`config.mk`:
```
export PLATFORM = sky130hd
export DESIGN_NAME = ascon_serial_loader
export DESIGN_NICKNAME = d
export VERILOG_FILES = /design/src/rtl/ascon_serial_loader_pkg.sv /design/src/rtl/ascon_serial_loader_word_buf.sv /design/src/rtl/ascon_serial_loader.sv
export SDC_FILE = /design/constraint.sdc
export NUM_CORES = 1
export LEC_CHECK = 0
export BUFFER_PORTS_ARGS = -buffer_cell sky130_fd_sc_hd__buf_4
export CORE_UTILIZATION = 30
export CTS_CLUSTER_SIZE = 12
export DETAILED_ROUTE_END_ITERATION = 16
export GPL_TIMING_DRIVEN = 0
export PLACE_DENSITY = 0.52
export SLEW_MARGIN = 20
export SYNTH_ARGS = -nofsm -noshare
export SYNTH_HDL_FRONTEND = slang
export SYNTH_SLANG_ARGS = --single-unit
```
`constraint.sdc`:
```
create_clock -name clk -period 48.4 [get_ports clk]
set_clock_uncertainty 0.05 [all_clocks]
set_input_delay 7.26 -clock clk [delete_from_list [all_inputs] [get_ports clk]]
set_output_delay 7.26 -clock clk [all_outputs]
set_load 0.01 [all_outputs]
```
`src/rtl/ascon_serial_loader_pkg.sv`:
```
// ---------------------------------------------------------------------------
// ascon_serial_loader_pkg : shared widths, buffer select codes, FSM states
// Revision: 1.0
// ---------------------------------------------------------------------------
`default_nettype none

package ascon_serial_loader_pkg;

  localparam int BLOCK_W = 128;
  localparam int WORD_W  = 32;
  localparam int IDX_W   = 2;

  localparam logic [1:0] SEL_KEY   = 2'd0;
  localparam logic [1:0] SEL_NONCE = 2'd1;
  localparam logic [1:0] SEL_AD    = 2'd2;
  localparam logic [1:0] SEL_DATA  = 2'd3;

  typedef enum logic [2:0] {
    ST_IDLE  = 3'd0,
    ST_SHIFT = 3'd1,
    ST_START = 3'd2,
    ST_WAIT  = 3'd3,
    ST_DONE  = 3'd4
  } state_t;

endpackage

`default_nettype wire

```
`src/rtl/ascon_serial_loader_word_buf.sv`:
```
// ---------------------------------------------------------------------------
// ascon_serial_loader_word_buf : word-writable block register, MSB-first bit read
// Revision: 1.0
// ---------------------------------------------------------------------------
`default_nettype none

module ascon_serial_loader_word_buf #(
  parameter int BLOCK_W = ascon_serial_loader_pkg::BLOCK_W,
  parameter int WORD_W  = ascon_serial_loader_pkg::WORD_W,
  parameter int IDX_W   = ascon_serial_loader_pkg::IDX_W,
  parameter int CNT_W   = $clog2(BLOCK_W)
) (
  input  logic              clk,
  input  logic              rst,
  input  logic              clr,
  input  logic              wr_en,
  input  logic [IDX_W-1:0]  wr_idx,
  input  logic [WORD_W-1:0] wr_data,
  input  logic [CNT_W-1:0]  rd_idx,
  output logic              rd_bit
);

  localparam int NWORDS = BLOCK_W / WORD_W;
  localparam logic [CNT_W-1:0] TOP_BIT = CNT_W'(BLOCK_W - 1);

  logic [BLOCK_W-1:0] q;

  // Word 0 is the most-significant word of the block.
  always_ff @(posedge clk or posedge rst) begin
    if (rst) begin
      q <= '0;
    end else if (clr) begin
      q <= '0;
    end else if (wr_en) begin
      for (int w = 0; w < NWORDS; w++) begin
        if (wr_idx == IDX_W'(w)) begin
          q[(NWORDS-1-w)*WORD_W +: WORD_W] <= wr_data;
        end
      end
    end
  end

  assign rd_bit = q[TOP_BIT - rd_idx];

endmodule

`default_nettype wire

```
`src/rtl/ascon_serial_loader.sv`:
```
// ---------------------------------------------------------------------------
// ascon_serial_loader : loads key/nonce/AD/data words and streams them to the
// serial Ascon core. Option macro: ASCON_LOADER_KEY_WIPE_EN (clear key after use)
// Revision: 1.0
// ---------------------------------------------------------------------------
`default_nettype none

module ascon_serial_loader #(
  parameter int BLOCK_W = ascon_serial_loader_pkg::BLOCK_W,
  parameter int WORD_W  = ascon_serial_loader_pkg::WORD_W,
  parameter int IDX_W   = ascon_serial_loader_pkg::IDX_W
) (
  input  logic              clk,
  input  logic              rst,
  input  logic              wr_en_i,
  input  logic [1:0]        wr_sel_i,
  input  logic [IDX_W-1:0]  wr_idx_i,
  input  logic [WORD_W-1:0] wr_data_i,
  input  logic              go_i,
  input  logic              decrypt_i,
  input  logic              core_ready_i,
  output logic              keyxSO,
  output logic              noncexSO,
  output logic              adxSO,
  output logic              dataxSO,
  output logic              startxSO,
  output logic              decryptxSO,
  output logic              busy_o,
  output logic              done_o,
  output logic              wr_err_o
);

  import ascon_serial_loader_pkg::*;

  localparam int CNT_W = $clog2(BLOCK_W);
  localparam logic [CNT_W-1:0] CNT_LAST = CNT_W'(BLOCK_W - 1);

  state_t           state;
  logic [CNT_W-1:0] cnt;
  logic             decrypt_q;
  logic             wr_err_q;
  logic             idle;
  logic             shifting;
  logic             key_wipe;
  logic [3:0]       buf_bit;

  assign idle     = (state == ST_IDLE);
  assign shifting = (state == ST_SHIFT);

`ifdef ASCON_LOADER_KEY_WIPE_EN
  assign key_wipe = (state == ST_START);
`else
  assign key_wipe = 1'b0;
`endif

  for (genvar i = 0; i < 4; i++) begin : g_buf
    ascon_serial_loader_word_buf #(
      .BLOCK_W (BLOCK_W),
      .WORD_W  (WORD_W),
      .IDX_W   (IDX_W),
      .CNT_W   (CNT_W)
    ) u_buf (
      .clk     (clk),
      .rst     (rst),
      .clr     (key_wipe && (i == 0)),
      .wr_en   (wr_en_i && idle && (wr_sel_i == 2'(i))),
      .wr_idx  (wr_idx_i),
      .wr_data (wr_data_i),
      .rd_idx  (cnt),
      .rd_bit  (buf_bit[i])
    );
  end

  // The counter stops at CNT_LAST rather than wrapping so it stays put in START/WAIT.
  always_ff @(posedge clk or posedge rst) begin
    if (rst) begin
      state     <= ST_IDLE;
      cnt       <= '0;
      decrypt_q <= 1'b0;
      wr_err_q  <= 1'b0;
    end else begin
      wr_err_q <= wr_en_i && !idle;
      case (state)
        ST_IDLE: begin
          if (go_i) begin
            state     <= ST_SHIFT;
            cnt       <= '0;
            decrypt_q <= decrypt_i;
          end
        end
        ST_SHIFT: begin
          if (cnt == CNT_LAST) state <= ST_START;
          else                 cnt   <= cnt + CNT_W'(1);
        end
        ST_START: state <= ST_WAIT;
        ST_WAIT:  if (core_ready_i) state <= ST_DONE;
        ST_DONE:  state <= ST_IDLE;
        default:  state <= ST_IDLE;
      endcase
    end
  end

  assign keyxSO     = shifting & buf_bit[SEL_KEY];
  assign noncexSO   = shifting & buf_bit[SEL_NONCE];
  assign adxSO      = shifting & buf_bit[SEL_AD];
  assign dataxSO    = shifting & buf_bit[SEL_DATA];
  assign startxSO   = (state == ST_START);
  assign decryptxSO = decrypt_q;
  assign busy_o     = !idle;
  assign done_o     = (state == ST_DONE);
  assign wr_err_o   = wr_err_q;

endmodule

`default_nettype wire

```
==> results_dict.tcl, run 1 <==
set metrics [dict create \
    syn_nets 1722 \
    dieArea_um2 82010 \
    cts_tree "done" \
    multiInputGateArea_um2 10320 \
    wl_um 75570 \
    cts_buffer_depth 3 \
    wl_per_cell_um 26.20 \
    power.density_nw_per_um2 49.97 \
    setup_viol_count_final 0 \
    avgViaCountPerCell 5.210 \
    crit_arrival_ns 4.28 \
    layout_common_cells "524 x dfrtp_1, 498 x mux2_2, 145 x mux2i_1, 74 x buf_4, 65 x clkbuf_1" \
    diodes 0 \
    switching_share_pct 36.07 \
    grt_pass1_wl_um 110600 \
    path_clk_slew_ns 0.06 \
    drtPass1Iterations 7 \
    leakage_nw 13.52 \
    critPathLaunch "cnt[3]$_DFFE_PP0P_" \
    initial_utilization_pct 30.51 \
    synth_edf_count 0 \
    ios 51 \
    synthCells 1679 \
    cts_sinks 524 \
    grt_pass1_vias 15850 \
    dr.first_iter.drc_count 1140 \
    vias 15030 \
    cts-resized-gates 0 \
    chipHeight_um 286.4 \
    p_seq_share_pct 36.2 \
    synth_cell_types 47 \
    p_clk_share_pct 30.7 \
    worstReg2RegStart "state[1]$_DFFE_PP0P_" \
    final_cells 2884 \
    post-place-cells 2784 \
    numPortBuffers 50 \
    synth-seq-cells 524 \
    clock-root-buffer "clkbuf_16" \
    final_common_cell "dfrtp_1" \
    drv_cap 0 \
    async_flop_share_pct 100.0 \
    hp-class "reg -> reg" \
    yosys_most_used_dff "dfrtp_1" \
    max_stage_delay_ns 0.84 \
    gp_congestion 0.9472 \
    syn2layout_area_growth_pct 15.14 \
    maxSlewViolCount 0 \
    drcViolationCount 0 \
    postCtsSetupBuffers 0 \
    r2r-end "g_buf[2].u_buf.q[55]$_DFFE_PP0P_" \
    max-slew-margin-rel_pct 20.74 \
    ir_worst_vdd_mv 0.02797 \
    fin_crit_sh_pct 23.94 \
    startpoint_type "flip-flop" \
    critPathRequiredTime_ns 41.09 \
    seq_area_um2 13110 \
    rows 103 \
    path_cells "buf_1 -> buf_1 -> nand3_1 -> a211oi_1 -> o21ai_0 -> nand3_1 -> buf_4" \
    pwr-share-comb_pct 33.0 \
    crit_end "dataxSO" \
    cts-buffers-inserted 56 \
    p_int_w 0.0008924 \
    finalNetCount 1835 \
    clock_latency_ns 0.63 \
    endpoint_kind "output pin" \
    tns_ns 0 \
    period_minus_slack_ns 11.59 \
    grt_max_degree 106 \
    hpwl_um 53700 \
    rrSetupSlack_ns 45.35 \
    dieWidth_um 286.4 \
    gr-total-overflow 0 \
    core_um2 79520 \
    detail-route-antenna-nets 0 \
    grt_antenna_before_repair 1 \
    rsz0062_at_grt "no" \
    yosysSeqAreaShare_pct 54.05 \
    switching_power_w 0.0005034 \
    tightest_slew_ns 1.189 \
    cts-hold-fix-buffers 0 \
    cp_slowest_cell "buf_1" \
    yosys_warnings 0 \
    h-tree-depth 2 \
    final_core_util_pct 35.13 \
    reg2reg_depth 7 \
    synth_area_um2 24260 \
    hold_viol 0 \
    drive_gt1_share_pct 42.69 \
    syn_area_per_cell_um2 14.45 \
    max_clock_freq_ghz 0.08631 \
    fillers 7701 \
    path_class "reg -> out" \
    outcome "finished clean" \
    grtUsageTotal_pct 18.59 \
    path_max_fanout 10 \
]
kinds of logic (layout without fill, tap and decap cells):
family | count (synthesis) | after routing | synth area share [%]
and+or+nand+nor | 139 | 139 | 3.012
DFF | 524 | 524 | 54.05
buffers and inverters | 149 | 304 | 3.430
AOI/OAI and AO/OA | 144 | 144 | 3.950
muxes | 718 | 718 | 35.36
xor gates and xnor gates | 4 | 4 | 0.1444
adders and majority gates | 1 | 1 | 0.05156
cells in the mapped netlist, types with 2 or more instances:
cell type	count	area (um^2)
and2_1	16	100.1
nor2b_1	12	75.07
dfrtp_1	524	13110
nor3b_2	2	25.02
a21oi_1	12	60.06
nand2b_1	4	25.02
a221oi_1	4	35.03
xnor2_1	2	17.52
nand3_1	17	85.08
a31oi_1	14	87.58
mux2_2	498	5608
inv_1	4	15.01
xor2_1	2	17.52
buf_4	24	180.2
clkbuf_1	51	191.4
o21ai_0	28	140.1
mux2_1	15	168.9
nor3_4	2	32.53
nor2_1	22	82.58
mux4_2	60	1351
nand4_1	4	25.02
a211oi_1	15	112.6
nor3b_1	3	22.52
mux2i_1	145	1451
buf_1	20	75.07
o211ai_1	4	30.03
nand2_1	47	176.4
buf_2	31	155.2
buf_8	2	30.03
o22ai_1	12	75.07
o31ai_1	4	30.03
and4_1	2	17.52
a22oi_1	48	360.4
buf_6	16	180.2
state kept, by name (all words and copies together) (netlist names):
name	count
wr_err_o	1
g_buf.u_buf.q	512
cnt	7
decryptxSO	1
state	3
per-stage QoR:
step           instance area, um^2  hold WS, ns  worst slack (ns)  power [W]
6_report                     27930       0.4357             36.81   0.001396
5_1_grt                      27930       0.4472             36.72   0.001442
4_1_cts                      27930       0.4391             36.88   0.001403
3_5_place_dp                 26100       0.4242             37.57  0.0009702
3_3_place_gp                 25950       0.4178             20.81  0.0009646
2_1_floorplan                24260       0.4026             26.45  0.0007719
power by group through the flow:
stage               clock (W)  combinational (W)  sequential, W
detailed placement          0           0.000457       0.000513
global route         0.000454           0.000477       0.000511
global placement            0           0.000453       0.000512
floorplan                   0           0.000265       0.000507
finish               0.000429           0.000461       0.000506
CTS                  0.000439           0.000458       0.000505
routing by layer:
metal / global-route usage [%] / wire length [um]
met5: 0 / 13
met4: 5.588 / 1970
met3: 2.870 / 3934
met2: 29.77 / 35350
met1: 25.87 / 34300
worst max-delay path: cells and delay by family (launching register included):
| kind | cells | cell delay, ns |
|---|---|---|
| compound gates | 2 | 0.63 |
| buf+inv | 3 | 1.73 |
| flops | 1 | 0.40 |
| simple gates | 2 | 0.87 |
layout make-up:
class | count | area share, %
sequential | 524 | 46.94
multi-input combinational | 1006 | 36.95
clock buffer | 90 | 6.190
tap | 1050 | 4.703
buffer | 145 | 2.925
timing repair buffer | 55 | 1.836
clock inverter | 10 | 0.3762
inverter | 4 | 0.08062
worst min-delay path by stage:
stage                                startpoint                          endpoint  slack, ns  depth (start not counted)
4_1_cts                  decryptxSO$_DFFE_PP0P_            decryptxSO$_DFFE_PP0P_       0.44                          2
5_1_grt        g_buf[0].u_buf.q[25]$_DFFE_PP0P_  g_buf[0].u_buf.q[25]$_DFFE_PP0P_       0.45                          1
2_1_floorplan   g_buf[0].u_buf.q[0]$_DFFE_PP0P_   g_buf[0].u_buf.q[0]$_DFFE_PP0P_       0.40                          1
3_5_place_dp             decryptxSO$_DFFE_PP0P_            decryptxSO$_DFFE_PP0P_       0.42                          2
6_report       g_buf[0].u_buf.q[25]$_DFFE_PP0P_  g_buf[0].u_buf.q[25]$_DFFE_PP0P_       0.44                          1
3_3_place_gp   g_buf[0].u_buf.q[70]$_DFFE_PP0P_  g_buf[0].u_buf.q[70]$_DFFE_PP0P_       0.42                          1
Note: power is estimated with default switching activity, not from simulation.
==> run 2: changes to the inputs <==
- PLACE_DENSITY: 0.52 -> 0.54
- clock period: 48.4 -> 10 ns (I/O delays scaled with it)
==> results_dict.tcl, run 2 (same netlist as run 1, synthesis figures left out) <==
set metrics [dict create \
    h-tree-depth 2 \
    cts-hold-fix-buffers 0 \
    ios 51 \
    clock-root-buffer "clkbuf_16" \
    rrSetupSlack_ns 7.05 \
    vias 15110 \
    period_minus_slack_ns 5.853 \
    path_clk_slew_ns 0.06 \
    switching_share_pct 36.14 \
    grt_pass1_vias 16220 \
    layout_common_cells "524 x dfrtp_1, 498 x mux2_2, 145 x mux2i_1, 74 x buf_4, 62 x clkbuf_1" \
    drive_gt1_share_pct 43.14 \
    p_int_w 0.004291 \
    startpoint_type "flip-flop" \
    maxSlewViolCount 0 \
    pwr-share-comb_pct 33.2 \
    outcome "finished clean" \
    finalNetCount 1847 \
    top_register "g_buf.u_buf.q" \
    crit_arrival_ns 4.30 \
    post-place-cells 2796 \
    grt_pass1_wl_um 110900 \
    hpwl_um 54140 \
    leakage_nw 13.60 \
    worstReg2RegStart "state[0]$_DFFE_PP0P_" \
    detail-route-antenna-nets 0 \
    path_max_fanout 10 \
    avgViaCountPerCell 5.217 \
    cp_slowest_cell "buf_1" \
    dieWidth_um 286.4 \
    syn2layout_area_growth_pct 15.84 \
    grt_antenna_before_repair 3 \
    whs_path_depth 1 \
    max_stage_delay_ns 0.86 \
    largest_reg_flops 512 \
    path_class "reg -> out" \
    drv_cap 0 \
    switching_power_w 0.002429 \
    p_seq_share_pct 36.4 \
    cts-buffers-inserted 56 \
    design_power_total_w 0.006719 \
    p_clk_share_pct 30.4 \
    dr.first_iter.drc_count 1260 \
    max_clock_freq_ghz 0.1708 \
    reg2reg_depth 7 \
    rsz0062_at_grt "no" \
    ir_worst_vdd_mv 0.1259 \
    r2r-end "g_buf[2].u_buf.q[53]$_DFFE_PP0P_" \
    cts-resized-gates 0 \
    crit_family "buffers and inverters" \
    max-slew-margin-rel_pct 24.16 \
    dieArea_um2 82010 \
    chipHeight_um 286.4 \
    clock_latency_ns 0.62 \
    critPathBufInv 3 \
    wl_um 74740 \
    final_common_cell "dfrtp_1" \
    gr-total-overflow 0 \
    path_cells "buf_1 -> buf_1 -> nand3_1 -> a211oi_1 -> o21ai_0 -> nand3_1 -> buf_4" \
    drcViolationCount 0 \
    cts_tree "done" \
    postCtsSetupBuffers 0 \
    endpoint_kind "output pin" \
    fin_crit_sh_pct 58.53 \
    cts_buffer_depth 3 \
    top_regs "g_buf.u_buf.q x512, cnt x7, state x3" \
    initial_utilization_pct 30.51 \
    critPathRequiredTime_ns 8.45 \
    core_um2 79520 \
    min_from "g_buf[0].u_buf.q[25]$_DFFE_PP0P_" \
    tightest_slew_ns 1.135 \
    hp-class "reg -> reg" \
    hold_end "g_buf[0].u_buf.q[25]$_DFFE_PP0P_" \
    grtUsageTotal_pct 18.53 \
    wl_per_cell_um 25.81 \
    drtPass1Iterations 5 \
    final_cells 2896 \
    numPortBuffers 50 \
    power.density_nw_per_um2 239.1 \
    gp_congestion 0.9293 \
    hold_viol 0 \
    rows 103 \
    cts_sinks 524 \
    grt_max_degree 37 \
    setup_viol_count_final 0 \
]
==> run 2: cell count changes in the layout (fill, tap and decap cells not counted), sizes merged <==
cell / before / now
bufinv: 1 / 2
buf: 148 / 160
clkinv: 7 / 18
clkbuf: 142 / 131
clkinvlp: 0 / 1
diode: 0 / 1
inv: 6 / 3
==> run 2: area by class of cell <==
class | instances | area (um^2)
fillers | 7626 | 51410
flip-flops and latches | 524 | 13110
multi-input cells | 1006 | 10320
clock buffers | 79 | 1608
well taps | 1050 | 1314
plain buffers | 145 | 817.0
repair buffers | 67 | 730.7
clock inverters | 20 | 183.9
inverters | 4 | 18.77
diodes | 1 | 2.502
==> run 2: worst max-delay path by stage <==
stage / from / endpoint / slack [ns] / depth (start not counted)
2_1_floorplan: rst / cnt[0]$_DFFE_PP0P_ / 1.33 / 1
3_3_place_gp: rst / g_buf[0].u_buf.q[120]$_DFFE_PP0P_ / -1.52 / 2
3_5_place_dp: cnt[3]$_DFFE_PP0P_ / dataxSO / 4.93 / 7
4_1_cts: cnt[3]$_DFFE_PP0P_ / dataxSO / 4.24 / 7
5_1_grt: cnt[3]$_DFFE_PP0P_ / dataxSO / 4.08 / 7
6_report: cnt[3]$_DFFE_PP0P_ / dataxSO / 4.15 / 7
==> run 2: worst register-to-register path, delay by kind of cell, from the launching register on <==
family | cells | cell delay, ns
buffers and inverters | 2 | 0.65
flip-flops | 1 | 0.37
multiplexers | 1 | 0.43
AND/OR/NAND/NOR | 4 | 1.35
==> run 2: routing by layer <==
metal | global-route usage [%] | share of wire (%) | up-vias
li1 | - | - | 6433
met1 | 24.94 | 45 | 8130
met2 | 29.98 | 47 | 432
met3 | 3.450 | 5.5 | 113
met4 | 6.136 | 3.1 | 0
met5 | 0 | 0 | -
==> run 2: metrics by stage <==
stage                     util (%)  worst slack, ns  instance area (um^2)  setup TNS, ns  hold slack [ns]
after floorplan                  -            1.330                 24260              0           0.4026
after global placement       32.64           -1.520                 25950        -768.09           0.4161
after detailed placement     33.09            4.933                 26310              0           0.4257
after CTS                    35.34            4.240                 28100              0           0.4397
after global routing         35.34            4.082                 28100              0           0.4561
final                        35.34            4.147                 28100              0           0.4386
==> run 2: power by group through the flow <==
stage                     registers, W  clock network, W  logic, W
final                          0.00245           0.00204   0.00223
after global routing           0.00248           0.00218   0.00231
after CTS                      0.00245           0.00209   0.00221
after detailed placement       0.00248                 0   0.00221
after global placement         0.00248                 0   0.00217
after floorplan                0.00245                 0   0.00128
